$ cat config.mk
export PLATFORM = sky130hd
export DESIGN_NAME = pipeline_sequencer
export DESIGN_NICKNAME = d
export VERILOG_FILES = /design/src/rtl/pipeline_sequencer_pkg.sv /design/src/rtl/sat_counter.sv /design/src/rtl/pipeline_sequencer.sv
export SDC_FILE = /design/constraint.sdc
export NUM_CORES = 1
export LEC_CHECK = 0
export BUFFER_PORTS_ARGS = -buffer_cell sky130_fd_sc_hd__buf_2
export CAP_MARGIN = 30
export CELL_PAD_IN_SITES_DETAIL_PLACEMENT = 0
export CELL_PAD_IN_SITES_GLOBAL_PLACEMENT = 1
export CORE_UTILIZATION = 42
export DETAILED_ROUTE_END_ITERATION = 7
export GPL_TIMING_DRIVEN = 0
export HOLD_SLACK_MARGIN = 0.03
export MAX_ROUTING_LAYER = met4
export PLACE_DENSITY = 0.85
export SETUP_SLACK_MARGIN = 0.15
export SLEW_MARGIN = 15
export SYNTH_ARGS = -nofsm -noshare
export SYNTH_HDL_FRONTEND = slang
export SYNTH_SLANG_ARGS = --single-unit
$ cat constraint.sdc
create_clock -name clk -period 3.6 [get_ports clk]
set_input_delay 1.08 -clock clk [delete_from_list [all_inputs] [get_ports clk]]
set_output_delay 1.08 -clock clk [all_outputs]
set_load 0.1 [all_outputs]
$ cat src/rtl/pipeline_sequencer_pkg.sv
// rtl/pipeline_sequencer_pkg.sv - shared state encoding, drain depth and control bundle for the sequencer
package pipeline_sequencer_pkg;

  typedef enum logic [1:0] {
    ST_RUN      = 2'd0,
    ST_MEM_WAIT = 2'd1,
    ST_DRAIN    = 2'd2,
    ST_HALTED   = 2'd3
  } seq_state_e;

  localparam int DRAIN_CYCLES_DEF = 3;

  typedef struct packed {
    logic pc_en;
    logic if_id_en;
    logic id_ex_en;
    logic ex_mem_en;
    logic mem_wb_en;
    logic if_id_flush;
    logic id_ex_bubble;
  } ctrl_t;

  localparam ctrl_t CTRL_RUN = '{pc_en: 1'b1, if_id_en: 1'b1, id_ex_en: 1'b1, ex_mem_en: 1'b1,
                                 mem_wb_en: 1'b1, if_id_flush: 1'b0, id_ex_bubble: 1'b0};

  localparam ctrl_t CTRL_FREEZE = '{pc_en: 1'b0, if_id_en: 1'b0, id_ex_en: 1'b0, ex_mem_en: 1'b0,
                                    mem_wb_en: 1'b0, if_id_flush: 1'b0, id_ex_bubble: 1'b0};

endpackage

$ cat src/rtl/sat_counter.sv
// rtl/sat_counter.sv - saturating up-counter with synchronous clear over increment
module sat_counter #(
  parameter int WIDTH = 16
) (
  input  logic             clk,
  input  logic             rst_n,
  input  logic             inc,
  input  logic             clr,
  output logic [WIDTH-1:0] count
);

  logic [WIDTH-1:0] count_q, count_d;

  always_comb begin
    count_d = count_q;
    if (clr) begin
      count_d = '0;
    end else if (inc && (count_q != '1)) begin
      count_d = count_q + 1'b1;
    end
  end

  always_ff @(posedge clk or negedge rst_n) begin
    if (!rst_n) begin
      count_q <= '0;
    end else begin
      count_q <= count_d;
    end
  end

  assign count = count_q;

endmodule

$ cat src/rtl/pipeline_sequencer.sv
// rtl/pipeline_sequencer.sv - five-stage pipeline enable/flush sequencer with memory wait, drain and halt
module pipeline_sequencer
  import pipeline_sequencer_pkg::*;
#(
  parameter int CNT_W        = 16,
  parameter int DRAIN_CYCLES = DRAIN_CYCLES_DEF
) (
  input  logic             clk,
  input  logic             rst_n,
  input  logic             hz_stall,
  input  logic             br_taken,
  input  logic             dmem_req,
  input  logic             dmem_ready,
  input  logic             halt_req,
  input  logic             resume,
  input  logic             cnt_clr,
  output logic             pc_en,
  output logic             if_id_en,
  output logic             id_ex_en,
  output logic             ex_mem_en,
  output logic             mem_wb_en,
  output logic             if_id_flush,
  output logic             id_ex_bubble,
  output logic [1:0]       state,
  output logic [CNT_W-1:0] stall_cnt
);

  localparam int DW = (DRAIN_CYCLES < 1) ? 1 : $clog2(DRAIN_CYCLES + 1);

  seq_state_e state_q, state_d;
  logic [DW-1:0] drain_q, drain_d;
  ctrl_t ctrl;
  logic wait_now;
  logic stall_inc;

  always_comb begin
    ctrl     = CTRL_RUN;
    state_d  = state_q;
    drain_d  = drain_q;
    wait_now = 1'b0;
    case (state_q)
      ST_RUN, ST_MEM_WAIT: begin
        // Once in MEM_WAIT only ready matters; the request is already committed.
        wait_now = (state_q == ST_MEM_WAIT) ? !dmem_ready : (dmem_req && !dmem_ready);
        if (wait_now) begin
          ctrl    = CTRL_FREEZE;
          state_d = ST_MEM_WAIT;
        end else if (br_taken) begin
          ctrl.if_id_flush  = 1'b1;
          ctrl.id_ex_bubble = 1'b1;
          state_d           = ST_RUN;
        end else if (hz_stall) begin
          ctrl.pc_en        = 1'b0;
          ctrl.if_id_en     = 1'b0;
          ctrl.id_ex_bubble = 1'b1;
          state_d           = ST_RUN;
        end else if (halt_req) begin
          ctrl.pc_en        = 1'b0;
          ctrl.if_id_flush  = 1'b1;
          ctrl.id_ex_bubble = 1'b1;
          drain_d           = DW'(DRAIN_CYCLES);
          state_d           = ST_DRAIN;
        end else begin
          state_d = ST_RUN;
        end
      end
      ST_DRAIN: begin
        if (dmem_req && !dmem_ready) begin
          ctrl = CTRL_FREEZE;
        end else begin
          ctrl.pc_en        = 1'b0;
          ctrl.if_id_en     = 1'b0;
          ctrl.id_ex_bubble = 1'b1;
          drain_d           = (drain_q != '0) ? drain_q - 1'b1 : '0;
          if (drain_q <= DW'(1)) begin
            state_d = ST_HALTED;
          end
        end
      end
      ST_HALTED: begin
        ctrl = CTRL_FREEZE;
        if (resume) begin
          state_d = ST_RUN;
        end
      end
      default: begin
        state_d = ST_RUN;
      end
    endcase
  end

  always_ff @(posedge clk or negedge rst_n) begin
    if (!rst_n) begin
      state_q <= ST_RUN;
      drain_q <= '0;
    end else begin
      state_q <= state_d;
      drain_q <= drain_d;
    end
  end

  assign stall_inc = !ctrl.pc_en && (state_q != ST_HALTED);

  sat_counter #(
    .WIDTH (CNT_W)
  ) u_stall_cnt (
    .clk   (clk),
    .rst_n (rst_n),
    .inc   (stall_inc),
    .clr   (cnt_clr),
    .count (stall_cnt)
  );

  // Reset holds every stage frozen and forces NOP/bubble into the front registers.
  assign pc_en        = rst_n & ctrl.pc_en;
  assign if_id_en     = rst_n & ctrl.if_id_en;
  assign id_ex_en     = rst_n & ctrl.id_ex_en;
  assign ex_mem_en    = rst_n & ctrl.ex_mem_en;
  assign mem_wb_en    = rst_n & ctrl.mem_wb_en;
  assign if_id_flush  = !rst_n | ctrl.if_id_flush;
  assign id_ex_bubble = !rst_n | ctrl.id_ex_bubble;
  assign state        = state_q;

endmodule
==> flow_summary_export.csv <==
group,metric,value,unit
global_route,antenna_found_initial,0,
global_route,grt_pass1_vias,995,
clock_network,max-clock-path-buffers,2,
worst_setup_path,worstSetupStartpointType,"input pin",
cells_and_area,design.final.nets,177,
clock_network,worst_setup_hold_path_clk_slew,0.11,ns
sta,finalHoldViolCount,0,
sta,achievable-frequency,306,MHz
worst_hold_path,hp-start,"drain_q[1]",
synth,synth_seq_area_share,39.9,%
worst_setup_path,r2r_slack,1.67,ns
clock_network,cts_resized,1,
synth,ys_ff_latch,20,
pwr,cellPowerDensity,632,nW/um^2
die,io-pin-count,34,
global_route,maximum_number_of_pins_on_one_net_before_global_route_repair,26,
clock_network,clk_latency,0.30,ns
place,buffer_ports.inserted,32,
cells_and_area,layout.cells.most_common_list,"31 x buf_2, 19 x nor2_1, 19 x dfrtp_1",
die,floorplan.initialDensity,44.7,%
clock_network,cts_tree,"built",
cells_and_area,layout.cells.most_common,"buf_2",
job,drv.max_cap_violation_count,0,
worst_setup_path,cp_max_fo,3,
synth,mean_instance_size_in_the_synthesized_netlist,9.65,um^2
route,drt_iter0_markers,67,
worst_setup_path,critical_path_arrival,2.19,ns
die,dieArea,3210,um^2
sta,final.setup_skew,0.00454,ns
route,dr.max_layer_used,"met4",
cells_and_area,ff_latch_area,502,um^2
route,viasPerCell,5.47,
clock_network,cts_made_buffers,3,
worst_hold_path,hold_end,"drain_q[1]",
worst_hold_path,min_delay_path_depth,2,
die,die_h,56.7,um
place,gp_congestion,0.754,
synth,ys_warn_count,0,
clock_network,post-cts-setup-buffer-count,0,
synth,synth_nets,140,
sta,worst_pin_slew,0.489,ns
cells_and_area,drive_above_1_share,36.7,%
sta,max_transition_margin,67.6,%
cells_and_area,n_fill_cell,271,
cells_and_area,fin_cells,197,
worst_hold_path,hold_wc_path_type,"flip-flop to flip-flop",
route,antenna_left,0,
global_route,gr-usage-all-layers,18.8,%
clock_network,clock_tree.root_cell,"clkbuf_4",
synth,syn-instance-count,130,
route,drt-wirelength-per-cell,13.3,um
worst_setup_path,rr_worst_depth,7,
sta,final.setup.tns,0,ns
worst_setup_path,critPathCaptureType,"output pin",
synth,synth_cell_types,38,
worst_setup_path,timing.critical_path.slowest_stage_cell,"buf_2",
global_route,grt_first_pass_wirelength,4500,um
cells_and_area,antennaDiodeCount,0,
route,m1WireLength,1170,um
route,met2RoutedLength,1260,um
sta,rsz_0062_raised_after_global_routing,"no",
clock_network,cts_num_sinks,20,
place,dp_hpwl,1980,um
die,placeableCoreArea,2810,um^2
worst_setup_path,r2r_start,"u_stall_cnt.count[0]",
route,route.final.wire_length,2620,um
cells_and_area,area_growth_syn_to_layout,20.6,%
clock_network,htree_levels,1,
worst_setup_path,worst_ep_required_time,2.52,ns
sta,finalSetupViolCount,0,
pwr,ir_worst_vdd,0.000569,V
status,status,"finished with violations",
route,post_detailed_route_drc_marker_count,4,
global_route,overflow,0,
pwr,power.static_leakage,0.702,nW
sta,holdWs,0.521,ns
route,drt_pass1_iterations,7,
die,die_width,56.7,um
sta,layout_min_cycle_time,3.27,ns
die,rows,19,
route,dr_total_vias,1077,
pwr,power.total,0.000957,W
cells_and_area,total_area_of_multi_input_combinational_cells,713,um^2
sta,final_max_slew_viol_count,0,
worst_setup_path,max_stage_delay,0.42,ns
clock_network,post_cts_hold_buffer_count,0,
synth,netlist_area,1250,um^2
worst_setup_path,timing.setup.critical_path_class,"input pin to output pin",
place,place_inst,193,
status,violations,"design-rule violations",
route,met3_length,158,um
worst_setup_path,r2r_end,"u_stall_cnt.count[12]",
worst_setup_path,crit_path_cell_trace,"buf_2, nor2_4, nor2_1, nor2_1, and3_1, buf_2",
sta,timing.final.crit_share,90.7,%
-- metal layers --
metal	up-vias	global-route usage [%]
met3	4	4.38
met1	501	22.1
li1	529	-
met4	0	8.57
met2	43	30.4
met5	-	-
-- cells by family after synthesis --
logic type	after synthesis	synth area share, %
compound gates	19	10.7
xor+xnor	13	9.07
fa+ha+maj	1	0.997
buf+inv	11	5.68
flops	20	39.9
mux	1	0.897
simple gates	65	32.8
-- state kept, by name, indices dropped and copies added, names as in the netlist --
signal	count
drain_q	2
state	2
u_stall_cnt.count	16
-- power breakdown --
group | switching (W) | total, W | internal, W
registers | 0.0000449 | 0.000299 | 0.000254
clock network | 0.0000698 | 0.000113 | 0.0000432
logic | 0.000425 | 0.000545 | 0.000121
total | 0.000539 | 0.000957 | 0.000418
-- through the flow --
stage | setup WS, ns | cell area, um^2 | utilization (%)
2_1_floorplan | -0.245 | 1290 | -
3_3_place_gp | 0.167 | 1490 | 52.9
3_5_place_dp | 0.150 | 1490 | 52.9
4_1_cts | 0.209 | 1510 | 54.0
5_1_grt | 0.242 | 1510 | 54.0
6_report | 0.334 | 1510 | 54.0
-- worst max path at each step --
| stage | end | start | slack (ns) |
|---|---|---|---|
| final | pc_en | dmem_req | 0.33 |
| after global routing | pc_en | dmem_req | 0.24 |
| after CTS | mem_wb_en | dmem_req | 0.21 |
| after detailed placement | mem_wb_en | rst_n | 0.15 |
| after global placement | mem_wb_en | rst_n | 0.17 |
| after floorplan | id_ex_bubble | dmem_req | -0.25 |
-- area by class of cell --
class                           instances  area share, %
Buffer                                  7           3.72
Clock buffer                            4           1.74
Inverter                                4          0.992
Multi-Input combinational cell         99           47.1
Sequential cell                        20           33.1
Tap cell                               31           2.56
Timing Repair Buffer                   32           10.7
-- critical path: cells and delay by family --
| family | cells | cell delay, ns |
|---|---|---|
| buffers and inverters | 2 | 0.54 |
| and+or+nand+nor | 4 | 0.57 |
-- cell usage after synthesis, drive strengths merged --
master,number,area [um^2]
nand2b,1,6.26
nand4,3,18.8
nor3b,1,12.5
nor4b,2,30.0
buf,6,52.5
a21boi,1,7.51
ha,1,12.5
nand3,6,30.0
xnor2,13,114
nor2,20,75.1
o221a,1,20.0
dfrtp,20,500
and4,2,20.0
or2b,1,7.51
nor4,4,43.8
nor2b,1,6.26
or4b,1,10.0
a21oi,4,20.0
nand2,9,33.8
nor3,8,70.1
o211a,1,10.0
o21bai,2,15.0
a31o,1,8.76
clkbuf,1,3.75
o211ai,1,7.51
or2,1,6.26
o21a,1,7.51
o21ai,6,30.0
inv,4,15.0
and3,4,25.0
mux2,1,11.3
a211oi,1,7.51
and4bb,1,16.3
Note: power is estimated with default switching activity, not from simulation.
